==> config.mk <==
export PLATFORM = sky130hd
export DESIGN_NAME = stopwatch_ctrl
export DESIGN_NICKNAME = d
export VERILOG_FILES = /design/src/rtl/stopwatch_ctrl.sv
export SDC_FILE = /design/constraint.sdc
export NUM_CORES = 1
export LEC_CHECK = 0
export CAP_MARGIN = 15
export CORE_ASPECT_RATIO = 0.9
export CORE_MARGIN = 3
export CORE_UTILIZATION = 35
export DETAILED_ROUTE_END_ITERATION = 16
export GPL_TIMING_DRIVEN = 0
export MAX_ROUTING_LAYER = met4
export SETUP_SLACK_MARGIN = 0.1
export SYNTH_ARGS = -nofsm -noshare
export SYNTH_HDL_FRONTEND = slang
export SYNTH_SLANG_ARGS = --single-unit
export TNS_END_PERCENT = 10
==> constraint.sdc <==
create_clock -name clk -period 3.8 [get_ports clk]
set_input_delay 0.76 -clock clk [delete_from_list [all_inputs] [get_ports clk]]
set_output_delay 0.76 -clock clk [all_outputs]
set_load 0.02 [all_outputs]
==> src/rtl/stopwatch_ctrl.sv <==
// Stopwatch sequencing controller.
// Turns one-cycle go/hold/stop/lap pulses into the tick counter's
// start/pause level encoding. Counts the counter's tick toggles into an
// mm:ss elapsed time, captures laps, and raises an alarm at a target time.
//
// Command handshake: all commands are single-cycle pulses sampled on
// every rising clock edge. There is no backpressure. A command that does
// not apply in the current state is dropped. When several commands apply
// in the same cycle, stop wins over hold, and hold wins over go.
module stopwatch_ctrl #(
  parameter int TICKS_PER_SEC = 1,
  parameter int MAX_MIN       = 99
) (
  input  logic       clk,
  input  logic       rst,
  input  logic       go_i,
  input  logic       hold_i,
  input  logic       stop_i,
  input  logic       lap_i,
  input  logic       target_en_i,
  input  logic [6:0] target_min_i,
  input  logic [5:0] target_sec_i,
  input  logic       cnt_tick_i,
  output logic       cnt_start_o,
  output logic       cnt_pause_o,
  output logic [6:0] min_o,
  output logic [5:0] sec_o,
  output logic [6:0] lap_min_o,
  output logic [5:0] lap_sec_o,
  output logic       running_o,
  output logic       paused_o,
  output logic       alarm_o,
  output logic       wrap_o,
  output logic [2:0] state_o
);

  localparam int SUB_W = (TICKS_PER_SEC > 1) ? $clog2(TICKS_PER_SEC) : 1;

  // The counter leaves PAUSE only through start&!pause. That is why a stop
  // issued from PAUSED or DONE passes through STOP_A before reaching STOP_B.
  typedef enum logic [2:0] {
    S_IDLE   = 3'd0,
    S_RUN    = 3'd1,
    S_PAUSED = 3'd2,
    S_DONE   = 3'd3,
    S_STOP_A = 3'd4,
    S_STOP_B = 3'd5
  } state_t;

  state_t           state;
  state_t           state_nxt;
  logic             tick_q;
  logic [SUB_W-1:0] sub;
  logic [SUB_W-1:0] sub_nxt;
  logic [6:0]       min_nxt;
  logic [5:0]       sec_nxt;
  logic             wrap_nxt;
  logic             tick_edge;
  logic             target_hit;

  assign state_o = state;

  // Advance the elapsed time when a tick edge is seen while running.
  always_comb begin
    sub_nxt   = sub;
    min_nxt   = min_o;
    sec_nxt   = sec_o;
    wrap_nxt  = 1'b0;
    tick_edge = (state == S_RUN) && (cnt_tick_i ^ tick_q);
    if (tick_edge) begin
      if (sub == SUB_W'(TICKS_PER_SEC - 1)) begin
        sub_nxt = '0;
        if (sec_o == 6'd59) begin
          sec_nxt = 6'd0;
          if (min_o == 7'(MAX_MIN)) begin
            min_nxt  = 7'd0;
            wrap_nxt = 1'b1;
          end else begin
            min_nxt = min_o + 7'd1;
          end
        end else begin
          sec_nxt = sec_o + 6'd1;
        end
      end else begin
        sub_nxt = sub + SUB_W'(1);
      end
    end
    // A target of 00:00 is treated as "no target".
    target_hit = target_en_i && ((target_min_i != 7'd0) || (target_sec_i != 6'd0)) &&
                 (min_nxt == target_min_i) && (sec_nxt == target_sec_i);
  end

  // Next-state selection with stop > hold > go priority.
  always_comb begin
    state_nxt = state;
    case (state)
      S_IDLE:   if (go_i) state_nxt = S_RUN;
      S_RUN: begin
        if (stop_i)          state_nxt = S_STOP_B;
        else if (hold_i)     state_nxt = S_PAUSED;
        else if (target_hit) state_nxt = S_DONE;
      end
      S_PAUSED: begin
        if (stop_i)    state_nxt = S_STOP_A;
        else if (go_i) state_nxt = S_RUN;
      end
      S_DONE:   if (stop_i) state_nxt = S_STOP_A;
      S_STOP_A: state_nxt = S_STOP_B;
      S_STOP_B: state_nxt = S_IDLE;
      default:  state_nxt = S_IDLE;
    endcase
  end

  // State, time, lap and registered status/counter-drive outputs.
  always_ff @(posedge clk or negedge rst) begin
    if (!rst) begin
      state       <= S_IDLE;
      tick_q      <= 1'b0;
      sub         <= '0;
      min_o       <= 7'd0;
      sec_o       <= 6'd0;
      lap_min_o   <= 7'd0;
      lap_sec_o   <= 6'd0;
      cnt_start_o <= 1'b0;
      cnt_pause_o <= 1'b0;
      running_o   <= 1'b0;
      paused_o    <= 1'b0;
      alarm_o     <= 1'b0;
      wrap_o      <= 1'b0;
    end else begin
      state       <= state_nxt;
      tick_q      <= cnt_tick_i;
      cnt_start_o <= (state_nxt == S_RUN) || (state_nxt == S_STOP_A) ||
                     (state_nxt == S_PAUSED) || (state_nxt == S_DONE);
      cnt_pause_o <= (state_nxt == S_PAUSED) || (state_nxt == S_DONE);
      running_o   <= (state_nxt == S_RUN);
      paused_o    <= (state_nxt == S_PAUSED);
      alarm_o     <= (state_nxt == S_DONE);
      wrap_o      <= wrap_nxt;
      if (state == S_IDLE && go_i) begin
        sub   <= '0;
        min_o <= 7'd0;
        sec_o <= 6'd0;
      end else begin
        sub   <= sub_nxt;
        min_o <= min_nxt;
        sec_o <= sec_nxt;
      end
      if (lap_i && (state == S_RUN || state == S_PAUSED || state == S_DONE)) begin
        lap_min_o <= min_nxt;
        lap_sec_o <= sec_nxt;
      end
    end
  end

endmodule
==> metrics <==
Rows 26; Reg2Reg Setup Slack 1140 ps; ANT cells 0; Placed Area 2860 um^2; Clock Skew 5.39 ps; met1 usage in global routing 25.7%; non-filler instance count after layout 377; Final Hold Fails 0; Hold Crit Depth 2; Synth Area per Inst 9.60 um^2; CTS buffer count 5; 1st-pass router iterations 4; Most used DFF post-synth dfrtp_1; crit share post-route 81.2%; antenna violations before repair 0; unrepaired setup endpoints after global routing false; peak supply drop 0.334 mV; final WL 5860 um; CP Data Arrival Time 3260 ps; I/O Pins 56; Setup CP Type input pin to flop; r2r startpoint state_o[1]$_DFF_PN0_; Worst setup EP type flop; Max Transition Viols Final 0; final RePlAce weighted congestion 0.838; Synth Register Bits 36; Syn Nets 253; Synth warnings 0; global-route wire length before repair 9920 um; Synth area leader dfrtp_1; Reg2Reg Depth 8; post-DP HPWL 4450 um; Multi-input gate area 1210 um^2; status completed; Die H 81.3 um; Remaining DRCs 0; DIE AREA 7300 um^2; sequential area share after synthesis 40.8%; WL/cell 15.5 um; reg2reg end running_o$_DFF_PN0_; ANT nets after route 0; Hold Path Class flop to flop; vias per cell 5.13; Leak Pwr 1.17 nW; Vias 1934; EDFF count, synth 0; grt ovf 0; synth-to-layout area growth 34.4%; critical path data required time 3970 ps; starting density of the core 37.5%; global route hottest layer met1; Cell Pwr Density 569 nW/um^2; Final Cell Area 2970 um^2; Hold Crit Endpoint lap_min_o[6]$_DFFE_PN0P_; fmax 0.324 GHz; All-Layer GR Usage 17.4%; synth unique cells 63; largest net degree at the start of global routing 37; final setup TNS 0 ps; Synth top area share 40.8%; Clock transition at path regs 70 ps; global-route track usage on met3 3.24%; Commonest cells post-synth dfrtp_1, nor2_1, a21oi_1; DR iter-0 viols 166; ys async rst share 100%; worst slew pin tran 849 ps; startpoint types input pin; Sinks on Clock Net 36; most common cell in the netlist dfrtp_1; Final WS setup 715 ps; Skew-Pair Late Insertion Delay 280 ps; Final Total Pwr 1.69 mW; max_cap viols 0; Register Area 901 um^2; Cells after DPL 369; Final Hold Slack 533 ps; Root Buffer Master clkbuf_8; Final Critical Period 3080 ps; proportion of layout cells with a drive suffix above 1 10.6%; CP max FO 7; PortBufs 55; Setup Viol. Count Final 0; HP Start lap_min_o[6]$_DFFE_PN0P_; post-layout util 50.4%; Max transition margin 43.2%; fin nets 315; post-synthesis instance area 2210 um^2; CTS max path bufs 2; Fill cells 580; post-CTS setup buffer count 0; CTS tree done; GRT met2 Usage 24.8%; number of global-route vias before repair 1925; Gate Count Post-Synth 230; top cells by area, synth dfrtp_1, nor2_1, a21oi_1; pre-CTS setup slack 428 ps; PostCTS Resize Cnt 0; core outline area 5890 um^2; htree depth 2; CTS Hold Bufs 0; Die X 89.7 um
## state kept, by name, summed over array words and instances (netlist names)
| signal | flops |
|---|---|
| lap_min_o | 7 |
| min_o | 7 |
| lap_sec_o | 6 |
| sec_o | 6 |
| state_o | 3 |
| alarm_o | 1 |
| cnt_pause_o | 1 |
| cnt_start_o | 1 |
| paused_o | 1 |
| running_o | 1 |
| tick_q | 1 |
| wrap_o | 1 |
## cells by family (layout without fill, tap and decap cells)
group                      after synthesis  after routing  synth area share [%]
AOI/OAI and AO/OA                       58             58                  18.9
and+or+nand+nor                         99             99                  25.2
buffers and inverters                   16             79                  4.36
xor gates and xnor gates                11             11                  5.56
muxes                                    8              8                  4.03
adders and majority gates                2              2                  1.13
DFF                                     36             36                  40.8
## report_power, final
group	internal [mW]	switching [mW]
clock network	0.195	0.130
registers	0.494	0.0877
logic	0.358	0.423
total	1.05	0.641
## routing by layer
layer  up-vias  wire length, um
met1       929             3070
met2        45             2540
met3         2              223
met5         -                0
met4         0               32
li1        958                -
## cell usage in the layout, fill, tap and decap left out, types with 2 or more instances in the layout
| cell type | n |
|---|---|
| nor4_1 | 4 |
| or4_1 | 2 |
| nand3_1 | 6 |
| inv_1 | 5 |
| nor2b_1 | 5 |
| a21oi_1 | 18 |
| o21ai_0 | 13 |
| a31oi_1 | 2 |
| mux2i_2 | 2 |
| nand3b_1 | 2 |
| o2111a_1 | 2 |
| and3_1 | 3 |
| nand4_1 | 5 |
| ha_1 | 2 |
| nor3_1 | 4 |
| buf_6 | 2 |
| and4b_1 | 2 |
| clkbuf_1 | 7 |
| nor3b_1 | 2 |
| o31a_1 | 2 |
| nor2_1 | 33 |
| or3_1 | 4 |
| clkdlybuf4s50_1 | 54 |
| dfrtp_1 | 36 |
| clkbuf_8 | 7 |
| xnor2_1 | 4 |
| nand2b_1 | 5 |
| buf_2 | 2 |
| nand2_1 | 13 |
| mux2i_1 | 5 |
| xor2_1 | 5 |
## worst max-delay path: stages
cell,delay [ps]
clkdlybuf4s50_1,630
xor2_2,390
nand2b_1,250
or3_1,470
xor2_1,150
o2111a_1,200
nand3_2,160
and4b_1,250
## cell type report
type / count / share of cell area (%)
Buffer: 11 / 2.62
Clock buffer: 6 / 2.45
Clock inverter: 2 / 1.18
Inverter: 5 / 0.633
Multi-Input combinational cell: 178 / 40.8
Sequential cell: 36 / 30.4
Tap cell: 84 / 3.54
Timing Repair Buffer: 55 / 18.4
## how the worst max path moves through the flow
stage | startpoint | endpoint | slack (ps) | cells after the start
finish | cnt_tick_i | running_o$_DFF_PN0_ | 720 | 8
global route | cnt_tick_i | running_o$_DFF_PN0_ | 590 | 8
CTS | cnt_tick_i | running_o$_DFF_PN0_ | 720 | 8
detailed placement | cnt_tick_i | running_o$_DFF_PN0_ | 430 | 8
global placement | cnt_tick_i | running_o$_DFF_PN0_ | 420 | 8
floorplan | state_o[1]$_DFF_PN0_ | running_o$_DFF_PN0_ | 1420 | 8
(Power assumes the default switching activity.)
